`src/rtl/ofm_drain.sv`:
```
// ofm_drain: drains packed output-feature-map words from out_buf port b after a
// layer completes and streams each 64-bit word as four 16-bit results over a
// valid/ready interface.
//
// Ports:
//   clk, rst              clock, asynchronous active-high reset
//   start                 one-cycle pulse that begins a drain (from layer_ready)
//   base_addr, num_words  first word address and word count, sampled on start
//   ram_addr, ram_rden    out_buf port-b address / read enable
//   ram_q                 out_buf port-b read data, RD_LAT cycles after ram_rden
//   out_data, out_valid   unpacked result stream (lane 0 = bits [63:48] first)
//   out_ready             downstream accept
//   busy                  drain in progress
//   done                  one-cycle pulse after the final lane is accepted
module ofm_drain #(
    parameter int unsigned ADDR_W = 16,
    parameter int unsigned DATA_W = 64,
    parameter int unsigned RD_LAT = 1
) (
    input  logic              clk,
    input  logic              rst,
    input  logic              start,
    input  logic [ADDR_W-1:0] base_addr,
    input  logic [ADDR_W-1:0] num_words,
    output logic [ADDR_W-1:0] ram_addr,
    output logic              ram_rden,
    input  logic [DATA_W-1:0] ram_q,
    output logic [15:0]       out_data,
    output logic              out_valid,
    input  logic              out_ready,
    output logic              busy,
    output logic              done
);

    localparam int unsigned LANE_W = 16;
    localparam int unsigned WAIT_W = 2;
    localparam int unsigned CMP_W  = ADDR_W + 1;

    typedef enum logic [2:0] {
        S_IDLE,
        S_READ,
        S_WAIT,
        S_EMIT,
        S_DONE
    } state_t;

    state_t              state_q, state_d;
    logic [ADDR_W-1:0]   base_q, base_d;
    logic [ADDR_W-1:0]   num_q, num_d;
    logic [ADDR_W-1:0]   word_cnt_q, word_cnt_d;
    logic [1:0]          lane_q, lane_d;
    logic [WAIT_W-1:0]   wait_q, wait_d;
    logic [DATA_W-1:0]   word_q, word_d;
    logic [ADDR_W-1:0]   ram_addr_q, ram_addr_d;
    logic                ram_rden_q, ram_rden_d;
    logic [LANE_W-1:0]   out_data_q, out_data_d;
    logic                out_valid_q, out_valid_d;
    logic                busy_q, busy_d;
    logic                done_q, done_d;

    // Lane 0 is the most significant 16 bits, matching the write-side packing.
    function automatic logic [LANE_W-1:0] lane_sel(input logic [DATA_W-1:0] w,
                                                   input logic [1:0]        l);
        logic [LANE_W-1:0] r;
        case (l)
            2'd0:    r = w[LANE_W*3 +: LANE_W];
            2'd1:    r = w[LANE_W*2 +: LANE_W];
            2'd2:    r = w[LANE_W*1 +: LANE_W];
            default: r = w[0 +: LANE_W];
        endcase
        return r;
    endfunction

    // State and output registers.
    always_ff @(posedge clk or posedge rst) begin
        if (rst) begin
            state_q     <= S_IDLE;
            base_q      <= '0;
            num_q       <= '0;
            word_cnt_q  <= '0;
            lane_q      <= '0;
            wait_q      <= '0;
            word_q      <= '0;
            ram_addr_q  <= '0;
            ram_rden_q  <= 1'b0;
            out_data_q  <= '0;
            out_valid_q <= 1'b0;
            busy_q      <= 1'b0;
            done_q      <= 1'b0;
        end else begin
            state_q     <= state_d;
            base_q      <= base_d;
            num_q       <= num_d;
            word_cnt_q  <= word_cnt_d;
            lane_q      <= lane_d;
            wait_q      <= wait_d;
            word_q      <= word_d;
            ram_addr_q  <= ram_addr_d;
            ram_rden_q  <= ram_rden_d;
            out_data_q  <= out_data_d;
            out_valid_q <= out_valid_d;
            busy_q      <= busy_d;
            done_q      <= done_d;
        end
    end

    // Next-state and next-output logic; outputs are computed for the next state.
    always_comb begin
        state_d     = state_q;
        base_d      = base_q;
        num_d       = num_q;
        word_cnt_d  = word_cnt_q;
        lane_d      = lane_q;
        wait_d      = wait_q;
        word_d      = word_q;
        ram_addr_d  = ram_addr_q;
        ram_rden_d  = 1'b0;
        out_data_d  = out_data_q;
        out_valid_d = out_valid_q;
        done_d      = 1'b0;

        case (state_q)
            S_IDLE: begin
                if (start) begin
                    base_d     = base_addr;
                    num_d      = num_words;
                    word_cnt_d = '0;
                    if (num_words == '0) begin
                        state_d = S_DONE;
                        done_d  = 1'b1;
                    end else begin
                        state_d    = S_READ;
                        ram_rden_d = 1'b1;
                        ram_addr_d = base_addr;
                    end
                end
            end
            S_READ: begin
                state_d = S_WAIT;
                wait_d  = '0;
            end
            S_WAIT: begin
                if (wait_q == WAIT_W'(RD_LAT - 1)) begin
                    word_d      = ram_q;
                    lane_d      = 2'd0;
                    out_valid_d = 1'b1;
                    out_data_d  = lane_sel(ram_q, 2'd0);
                    state_d     = S_EMIT;
                end else begin
                    wait_d = wait_q + WAIT_W'(1);
                end
            end
            S_EMIT: begin
                if (out_ready) begin
                    if (lane_q != 2'd3) begin
                        lane_d     = lane_q + 2'd1;
                        out_data_d = lane_sel(word_q, lane_q + 2'd1);
                    end else begin
                        out_valid_d = 1'b0;
                        word_cnt_d  = word_cnt_q + ADDR_W'(1);
                        // Widened compare so a full-range count cannot wrap.
                        if (CMP_W'(word_cnt_q) + CMP_W'(1) == CMP_W'(num_q)) begin
                            state_d = S_DONE;
                            done_d  = 1'b1;
                        end else begin
                            state_d    = S_READ;
                            ram_rden_d = 1'b1;
                            ram_addr_d = base_q + word_cnt_q + ADDR_W'(1);
                        end
                    end
                end
            end
            S_DONE: begin
                state_d = S_IDLE;
            end
            default: begin
                state_d = S_IDLE;
            end
        endcase

        // busy stays up through the done pulse and drops the cycle after.
        busy_d = (state_d != S_IDLE);
    end

    assign ram_addr  = ram_addr_q;
    assign ram_rden  = ram_rden_q;
    assign out_data  = out_data_q;
    assign out_valid = out_valid_q;
    assign busy      = busy_q;
    assign done      = done_q;

endmodule

```
`config.mk`:
```
export PLATFORM = sky130hd
export DESIGN_NAME = ofm_drain
export DESIGN_NICKNAME = d
export VERILOG_FILES = /design/src/rtl/ofm_drain.sv
export SDC_FILE = /design/constraint.sdc
export NUM_CORES = 1
export LEC_CHECK = 0
export BUFFER_PORTS_ARGS = -buffer_cell sky130_fd_sc_hd__buf_2
export CORE_MARGIN = 4
export CORE_UTILIZATION = 50
export CTS_BUF_LIST = sky130_fd_sc_hd__clkbuf_4 sky130_fd_sc_hd__clkbuf_8
export DETAILED_ROUTE_END_ITERATION = 10
export PLACE_DENSITY = 0.72
export SYNTH_ARGS = -nofsm -noshare
export SYNTH_HDL_FRONTEND = slang
export SYNTH_SLANG_ARGS = --single-unit
```
`constraint.sdc`:
```
create_clock -name clk -period 4.93 [get_ports clk]
set_clock_uncertainty 0.2 [all_clocks]
set_input_delay 0 -clock clk [delete_from_list [all_inputs] [get_ports clk]]
set_output_delay 0 -clock clk [all_outputs]
set_load 0.01 [all_outputs]
```
==> results of run 1 <==
==> Yosys cell counts, drive strengths merged, types with 2 or more instances <==
library cell    n
a211o           2
a211oi          6
a21o            7
a21oi          66
a222oi         16
a31oi          12
and2            5
and3            5
and4            5
buf            10
clkbuf         37
dfrtp         155
ha             22
inv            10
mux2           67
mux2i           4
nand2         139
nand2b          3
nand3          19
nand4          10
nand4b          2
nor2           96
nor2b           2
nor3           10
nor4            8
o211ai          2
o21a            3
o21ai          40
o22ai           2
o311a           2
o311ai          2
o31ai           6
or2             3
or4b            2
xnor2          19
xor2           16
==> stage by stage <==
step                      worst slack (ns)  utilization  cell area [um^2]
after floorplan                      0.552            -              8030
after detailed placement              1.10        0.560              8860
after CTS                             1.03        0.668             10600
final                                 1.01        0.668             10600
after global routing                 0.736        0.668             10600
after global placement                1.17        0.560              8860
==> timing repair <==
action                     4_1_cts  5_1_grt
setup endpoints to repair        0        0
hold buffers                   130        0
hold endpoints to repair       234        0
==> power groups by stage <==
| stage | Combinational, uW | Sequential (uW) | Clock, uW |
|---|---|---|---|
| 2_1_floorplan | 1710 | 2110 | 0 |
| 3_3_place_gp | 2240 | 2130 | 0 |
| 3_5_place_dp | 2290 | 2140 | 0 |
| 4_1_cts | 2460 | 2120 | 1050 |
| 5_1_grt | 2760 | 2200 | 1110 |
| 6_report | 2490 | 2130 | 1030 |
==> tightest hold or removal path: cells and delay by family <==
family | cells | cell delay [ns]
buffers and inverters | 2 | 0.60
muxes | 1 | 0.12
==> flip-flops by register name (all words and copies together) (netlist names), 2 cells and up <==
| signal | flops |
|---|---|
| word_q | 64 |
| base_q | 16 |
| num_q | 16 |
| out_data | 16 |
| ram_addr | 16 |
| word_cnt_q | 16 |
| state_q | 3 |
| lane_q | 2 |
| wait_q | 2 |
==> area by class of cell <==
cell class	count	area (um^2)
Fill cell	1213	5250
Tap cell	216	270
Sequential cell	155	3880
Multi-Input combinational cell	617	3920
Timing Repair Buffer	274	2040
Clock inverter	14	170
Clock buffer	18	248
Inverter	10	42.5
==> metal layers <==
metal	vias to the layer above	global-route usage	routed length [um]
li1	3425	-	-
met1	3388	0.302	9060
met2	205	0.431	10900
met3	34	0.0596	1170
met4	0	0.0690	342
met5	-	0	0
==> worst min path at each step <==
| stage | depth (start not counted) | end | slack (ns) |
|---|---|---|---|
| global placement | 2 | ram_rden$_DFF_PP0_ | -0.16 |
| detailed placement | 2 | ram_rden$_DFF_PP0_ | -0.16 |
| global route | 3 | word_q[8]$_DFFE_PP0P_ | 0.07 |
| finish | 3 | word_q[22]$_DFFE_PP0P_ | 0.09 |
| CTS | 3 | word_q[39]$_DFFE_PP0P_ | 0.06 |
| floorplan | 2 | base_q[10]$_DFFE_PP0P_ | -0.09 |
==> kinds of logic (layout without fill, tap and decap cells) <==
group | after synthesis | in the layout | synth area share
AOI/OAI and AO/OA | 176 | 176 | 0.140
xor gates and xnor gates | 35 | 35 | 0.0382
adders and majority gates | 23 | 23 | 0.0368
buffers and inverters | 57 | 316 | 0.0304
DFF | 155 | 155 | 0.483
muxes | 71 | 71 | 0.0990
and+or+nand+nor | 312 | 312 | 0.172
==> out/results.ini, run 1 <==
[outcome]
status=complete, no violations

[clocking]
post_cts_buffers=0
root_buffer=clkbuf_8
clock_tree.htree_level_count=4
clk_transition_reported_paths_ns=0.10
cts-resized-gates=0
clkSinkCount=155
cts_buffers=17
clkLatencyLatePin_ns=0.47
clk_path_buf_depth=2
cts_tree=yes

[place]
gp_congestion=0.900
io_buffers=135
hpwl_um=13500
placedCellCount=1142

[synthesis]
yosys.area.top_type_share=0.483
yosys.area.top_type=dfrtp_1
ys_ff_latch=155
ys.warnings.count=0
synth-main-ff-cell=dfrtp_1
synth-edff-count=0
syn_area_um2=8030
synth.top_cells.by_area=dfrtp_1, mux2_2, nand2_1
ys_types=58
syn_inst=829
ys_seq_area_frac=0.483
async_flop_share=1.00
synth_nets=952
avgSynthCellArea_um2=9.69

[critical_path]
path_depth=8
arrival_ns=4.07
path_delay_family=compound AO/OA/AOI/OAI gates
critPathLaunchType=flip-flop
critPathSlowestCell=a211oi_4
path_buf_inv=0
path_cells=ha_1 > nand4_1 > nor4_1 > mux2i_1 > nand4_1 > a2111oi_4 > a211oi_4 > mux2_2
setup.worst_path.start=word_cnt_q[1]$_DFFE_PP0P_
reg2reg_depth=8
crit_required_ns=5.08
criticalPathCategory=reg -> reg
endpoint_kind=flip-flop
cp_max_fo=31
r2r_start=word_cnt_q[1]$_DFFE_PP0P_
path_common_cell=nand4_1
max_stage_delay_ns=1.10
cp-endpoint=ram_addr[0]$_DFFE_PP0P_
r2r-end=ram_addr[0]$_DFFE_PP0P_
r2r_slack_ns=1.01

[floorplan]
coreArea_um2=15800
die-area_um2=18100
die_w_um=135
io_pins=136
rows=46
die_h_um=135
start_util=0.507

[routing]
antenna_left=0
drtIter0Drc=398
wl_um=21500
drc=0
avgViaCountPerCell=5.41
firstDrtPassIters=7
avgRoutedWirePerCell_um=16.5
via_count=7052

[final_layout]
final_nets=1198
drive_gt1_frac=0.236
final_cell_count_no_fill=1304
final_common_cell=dfrtp_1
most-common-layout-cells=dfrtp_1, nand2_1, buf_2, dlygate4sd3_1, nor2_1
diodes=0
area_delta_synth_final_pct=31.7

[sta]
timing.fmax_ghz=0.255
finalHoldViolCount=0
rsz0062_at_grt=false
setup_viol=0
setup-tns-final_ns=0
min_period_ns=3.92
slew_violations=0
worstMarginPinSlew_ns=1.34
slew_headroom=0.106
period_share=0.796
worst_hold_slack_ns=0.0889

[power]
power.total_uw=5650
peakVddDrop_uv=444
clkPwrFrac=0.183
p_int_uw=3470
p_per_area_nw_per_um2=534
p_leak_uw=0.00497
p_comb_frac=0.440
switchingPower_uw=2180
power_frac_seq=0.377
p_sw_frac=0.386

[grt]
antenna_found_initial=0
grt_max_degree=66
grt_pass1_wl_um=35800
grt_pass1_vias=7265
grtUsageTotal=0.245
grt_overflow_total=0

[job]
cap_violations=0

[min_path]
holdCritStartpoint=ram_q[22]
hold_path_class=in -> reg

Power figures use the tool's default switching activity.
==> run 2: changes to the inputs <==
- ABC_AREA: not set -> 1
- clock period: 4.93 -> 3.85 ns (I/O delays scaled with it)
==> run 2 against run 1 <==
  * First-iteration DRC count grew 34%
  * Via count rose by 5.7%
  * Clock-buffer cell count stayed put
  * Critical path type unchanged
==> out/results.ini, run 2 <==
[sta]
setup_viol=0
min_period_ns=2.97
rsz0062_at_grt=false
period_share=0.772
timing.fmax_ghz=0.337
slew_headroom=0.344
slew_violations=0
setup-tns-final_ns=0
finalHoldViolCount=0
worstMarginPinSlew_ns=0.982

[power]
clkPwrFrac=0.185
switchingPower_uw=2950
p_sw_frac=0.396
p_comb_frac=0.435
power_frac_seq=0.380
p_leak_uw=0.00505
p_per_area_nw_per_um2=691
p_int_uw=4490
peakVddDrop_uv=462

[critical_path]
crit_required_ns=4.06
criticalPathCategory=reg -> reg
r2r_start=state_q[0]$_DFF_PP0_
r2r-end=num_q[4]$_DFFE_PP0P_
reg2reg_depth=8
r2r_slack_ns=0.88
cp_max_fo=31
setup.worst_path.start=state_q[0]$_DFF_PP0_
cp-endpoint=num_q[4]$_DFFE_PP0P_
arrival_ns=3.18
critPathLaunchType=flip-flop
endpoint_kind=flip-flop

[routing]
avgRoutedWirePerCell_um=16.5
drc=0
drtIter0Drc=535
avgViaCountPerCell=5.29
firstDrtPassIters=6
via_count=7456
wl_um=23300
antenna_left=0

[clocking]
root_buffer=clkbuf_8
clk_transition_reported_paths_ns=0.09
clkSinkCount=155
holdBufCountCts=125
clkLatencyLatePin_ns=0.46
clock_tree.htree_level_count=4
cts-resized-gates=0
cts_buffers=17
clk_path_buf_depth=2
cts_tree=yes
post_cts_buffers=0

[grt]
grtUsageTotal=0.262
grt_pass1_wl_um=38300
grt_max_degree=72
grt_overflow_total=0
antenna_found_initial=0
grt_pass1_vias=7590

[final_layout]
drive_gt1_frac=0.239
most-common-layout-cells=nand2_1, dfrtp_1, buf_2, dlygate4sd3_1, o21ai_0
area_delta_synth_final_pct=31.1
largest_reg_flops=64
diodes=0
top_register=word_q
fin_util=0.673
final_common_cell=nand2_1
final_nets=1303

[floorplan]
die_w_um=136
io_pins=136
die-area_um2=18500
die_h_um=136
coreArea_um2=16000
rows=46
start_util=0.513

[synthesis]
ys.warnings.count=0
synth.most_common_cell=nand2_1
synth_common_cells=nand2_1, dfrtp_1, o21ai_0
yosys.area.top_type=dfrtp_1
ys_seq_area_frac=0.472
ys_types=42
yosys.area.top_type_share=0.472
async_flop_share=1.00
syn_area_um2=8210
synth.top_cells.by_area=dfrtp_1, nand2_1, mux2_2
synth-edff-count=0
syn_inst=932
ys_ff_latch=155
synth_nets=1055
synth-main-ff-cell=dfrtp_1
avgSynthCellArea_um2=8.81

[job]
cap_violations=0

[min_path]
hold_path_class=in -> async

[outcome]
status=complete, no violations

[place]
io_buffers=135
gp_congestion=0.880
hpwl_um=15000

[run 2: cell type report]
| cell class | count | area (um^2) |
|---|---|---|
| clock buffer | 18 | 241 |
| sequential | 155 | 3880 |
| clock inverter | 14 | 193 |
| fill | 1301 | 5240 |
| tap | 216 | 270 |
| multi-input combinational | 664 | 3900 |
| inverter | 75 | 285 |
| timing repair buffer | 267 | 1990 |
[run 2: critical path, cell delays in order (launching register included)]
cell and delay, ns:
dfrtp_1 0.45, nor2_1 0.29, nand2_1 0.11, nor2_2 0.18, buf_4 0.35, nand2_1 0.11, dlygate4sd3_1 0.58, o21ai_0 0.08
dlygate4sd3_1 0.57
[run 2: routing by layer]
metal  GRT usage  vias to the layer above  share of wire
li1            -                     3630              -
met1       0.335                     3518           0.41
met2       0.448                      266           0.50
met3      0.0585                       42          0.064
met4      0.0717                        0          0.022
met5           0                        -              0
[run 2: cells by family after synthesis]
| group | synth area share |
|---|---|
| flip-flops | 0.472 |
| adder cells (fa/ha/maj) | 0.0360 |
| buffers and inverters | 0.0546 |
| XOR/XNOR | 0.0178 |
| AND/OR/NAND/NOR | 0.219 |
| AO/OA/AOI/OAI | 0.112 |
| multiplexers | 0.0878 |
[run 2: metrics by stage]
step / hold WS, ns / instances / instance area (um^2) / power (uW) / setup WS [ns]
after floorplan: -0.0834 / 932 / 8210 / 4970 / 1.53
after global placement: 0.0191 / 1252 / 9080 / 5750 / 1.25
after detailed placement: 0.0299 / 1252 / 9080 / 5830 / 1.14
after CTS: 0.0717 / 1409 / 10800 / 7410 / 0.956
after global routing: 0.0762 / 1409 / 10800 / 7990 / 0.713
final: 0.0862 / 1409 / 10800 / 7440 / 0.878
[run 2: power groups by stage]
| stage | Combinational [uW] | Sequential (uW) | Clock, uW |
|---|---|---|---|
| finish | 3240 | 2830 | 1370 |
| global route | 3620 | 2900 | 1470 |
| detailed placement | 3000 | 2830 | 0 |
| CTS | 3210 | 2810 | 1390 |
| global placement | 2940 | 2810 | 0 |
| floorplan | 2190 | 2780 | 0 |
[run 2: how the worst min path moves through the flow]
stage / endpoint / slack (ns) / cells past startpoint / startpoint
2_1_floorplan: base_q[3]$_DFFE_PP0P_ / -0.08 / 2 / base_addr[3]
6_report: word_q[10]$_DFFE_PP0P_ / 0.09 / 3 / rst
5_1_grt: word_q[19]$_DFFE_PP0P_ / 0.08 / 3 / ram_q[19]
3_3_place_gp: base_q[1]$_DFFE_PP0P_ / 0.02 / 3 / base_addr[1]
4_1_cts: word_q[3]$_DFFE_PP0P_ / 0.07 / 3 / ram_q[3]
3_5_place_dp: num_q[7]$_DFFE_PP0P_ / 0.03 / 3 / num_words[7]
==> run 3: changes to the inputs <==
- clock period: 3.85 -> 3 ns (I/O delays scaled with it)
==> run 3 against run 2 <==
  * Sequential share of layout area fell by 0.25 points
  * Combinational power grew 32%
  * Die area unchanged
  * Critical endpoint is now num_q[6]$_DFFE_PP0P_
  * Worst setup slack got worse by 0.72 ns
  * Sequential cell count is the same
  * Register-to-register slack worse by 0.72 ns
  * First-iteration DRC count down 19%
==> out/results.ini, run 3 (same netlist as run 2, synthesis figures left out) <==
[sta]
slew_headroom=0.357
worstMarginPinSlew_ns=0.962
period_share=0.948
min_period_ns=2.84
setup_viol=0
rsz0062_at_grt=false
finalHoldViolCount=0
slew_violations=0
timing.fmax_ghz=0.352
setup-tns-final_ns=0

[power]
peakVddDrop_uv=559
p_leak_uw=0.00508
p_per_area_nw_per_um2=876
power.total_uw=9490

[floorplan]
coreArea_um2=16000
die_h_um=136
start_util=0.513
die_w_um=136
io_pins=136
die-area_um2=18500
rows=46

[clocking]
clk_path_buf_depth=2
clock_tree.htree_level_count=4
post_cts_buffers=0
clkLatencyLatePin_ns=0.47
clk_transition_reported_paths_ns=0.10
root_buffer=clkbuf_8
clkSinkCount=155
cts_tree=yes
cts_buffers=17

[final_layout]
most-common-layout-cells=nand2_1, dfrtp_1, buf_2, dlygate4sd3_1, o21ai_0
final_common_cell=nand2_1
drive_gt1_frac=0.245
final_cell_area_um2=10800
top_register=word_q
fillers=1286
largest_reg_flops=64
final_nets=1313
area_delta_synth_final_pct=32.0

[routing]
avgRoutedWirePerCell_um=16.8
avgViaCountPerCell=5.28
drtIter0Drc=434
antenna_left=0
firstDrtPassIters=5
via_count=7506
wl_um=23900
drc=0

[critical_path]
cp_max_fo=25
criticalPathCategory=reg -> reg
critPathLaunchType=flip-flop
arrival_ns=3.05
crit_required_ns=3.20
endpoint_kind=flip-flop

[grt]
grt_max_degree=51
antenna_found_initial=2
grtUsageTotal=0.267
grt_pass1_wl_um=38800
grt_pass1_vias=7772
grt_overflow_total=0

[place]
io_buffers=135
hpwl_um=15500
gp_congestion=0.904
post_dp_cell_area_um2=9170

[outcome]
status=complete, no violations

[min_path]
hold_path_class=in -> async

[job]
cap_violations=0

## run 3: cell count changes in the layout (fill, tap and decap cells not counted), sizes merged
cell,before,now
clkinv,2,6
clkbuf,18,17
dlygate4sd3,125,126
inv,82,80
buf,142,151
diode,0,3
bufinv,3,0
clkinvlp,2,4
## run 3: final timing paths
| path | from | end | slack (ns) | depth (start not counted) |
|---|---|---|---|---|
| max | state_q[0]$_DFF_PP0_ | num_q[6]$_DFFE_PP0P_ | 0.16 | 8 |
| min | rst | word_q[11]$_DFFE_PP0P_ | 0.08 | 3 |
| max reg2reg | state_q[0]$_DFF_PP0_ | num_q[6]$_DFFE_PP0P_ | 0.16 | 8 |
| min reg2reg | out_valid$_DFFE_PP0P_ | out_valid$_DFFE_PP0P_ | 0.28 | 2 |
| max in group asynchronous | rst | base_q[3]$_DFFE_PP0P_ | 1.75 | 4 |
| min in group clk | ram_q[0] | word_q[0]$_DFFE_PP0P_ | 0.09 | 3 |
## run 3: repair_timing
item                                    in CTS  in global routing
endpoints found under the setup margin       0                  9
hold buffers                               126                  0
endpoints found under the hold margin      178                  0
resized for setup                            0                  3
## run 3: layout make-up
type / count / area, um^2 / share of cell area
Timing Repair Buffer: 277 / 2100 / 0.194
Clock inverter: 15 / 154 / 0.0142
Antenna cell: 3 / 7.51 / 0.000693
Tap cell: 216 / 270 / 0.0249
Sequential cell: 155 / 3880 / 0.358
Clock buffer: 17 / 234 / 0.0216
Inverter: 75 / 285 / 0.0263
Multi-Input combinational cell: 664 / 3910 / 0.361
## run 3: stage by stage
step | setup slack [ns] | utilization | hold WS, ns | std cells
finish | 0.156 | 0.677 | 0.0765 | 1422
global route | 0.0310 | 0.677 | 0.0725 | 1421
CTS | 0.0543 | 0.676 | 0.0613 | 1419
detailed placement | 0.331 | 0.573 | 0.0270 | 1261
global placement | 0.369 | 0.573 | 0.0197 | 1261
floorplan | 0.676 | - | -0.0834 | 932
## run 3: per-layer routing
metal  track usage  wire (um)
met4        0.0806        483
met3        0.0585       1350
met1         0.333      10100
met2         0.465      12000
met5             0          0
## run 3: worst max-delay path, stage by stage (launching register included)
cell,delay (ns)
dfrtp_1,0.47
nor2_2,0.23
nand2_1,0.14
nor2_4,0.17
buf_6,0.22
nand2_1,0.09
dlygate4sd3_1,0.57
o21ai_0,0.09
dlygate4sd3_1,0.60
## run 3: where the power goes
group	total (uW)	internal [uW]	switching (uW)
combinational	4280	1940	2340
sequential	3640	3020	619
clock	1560	622	942
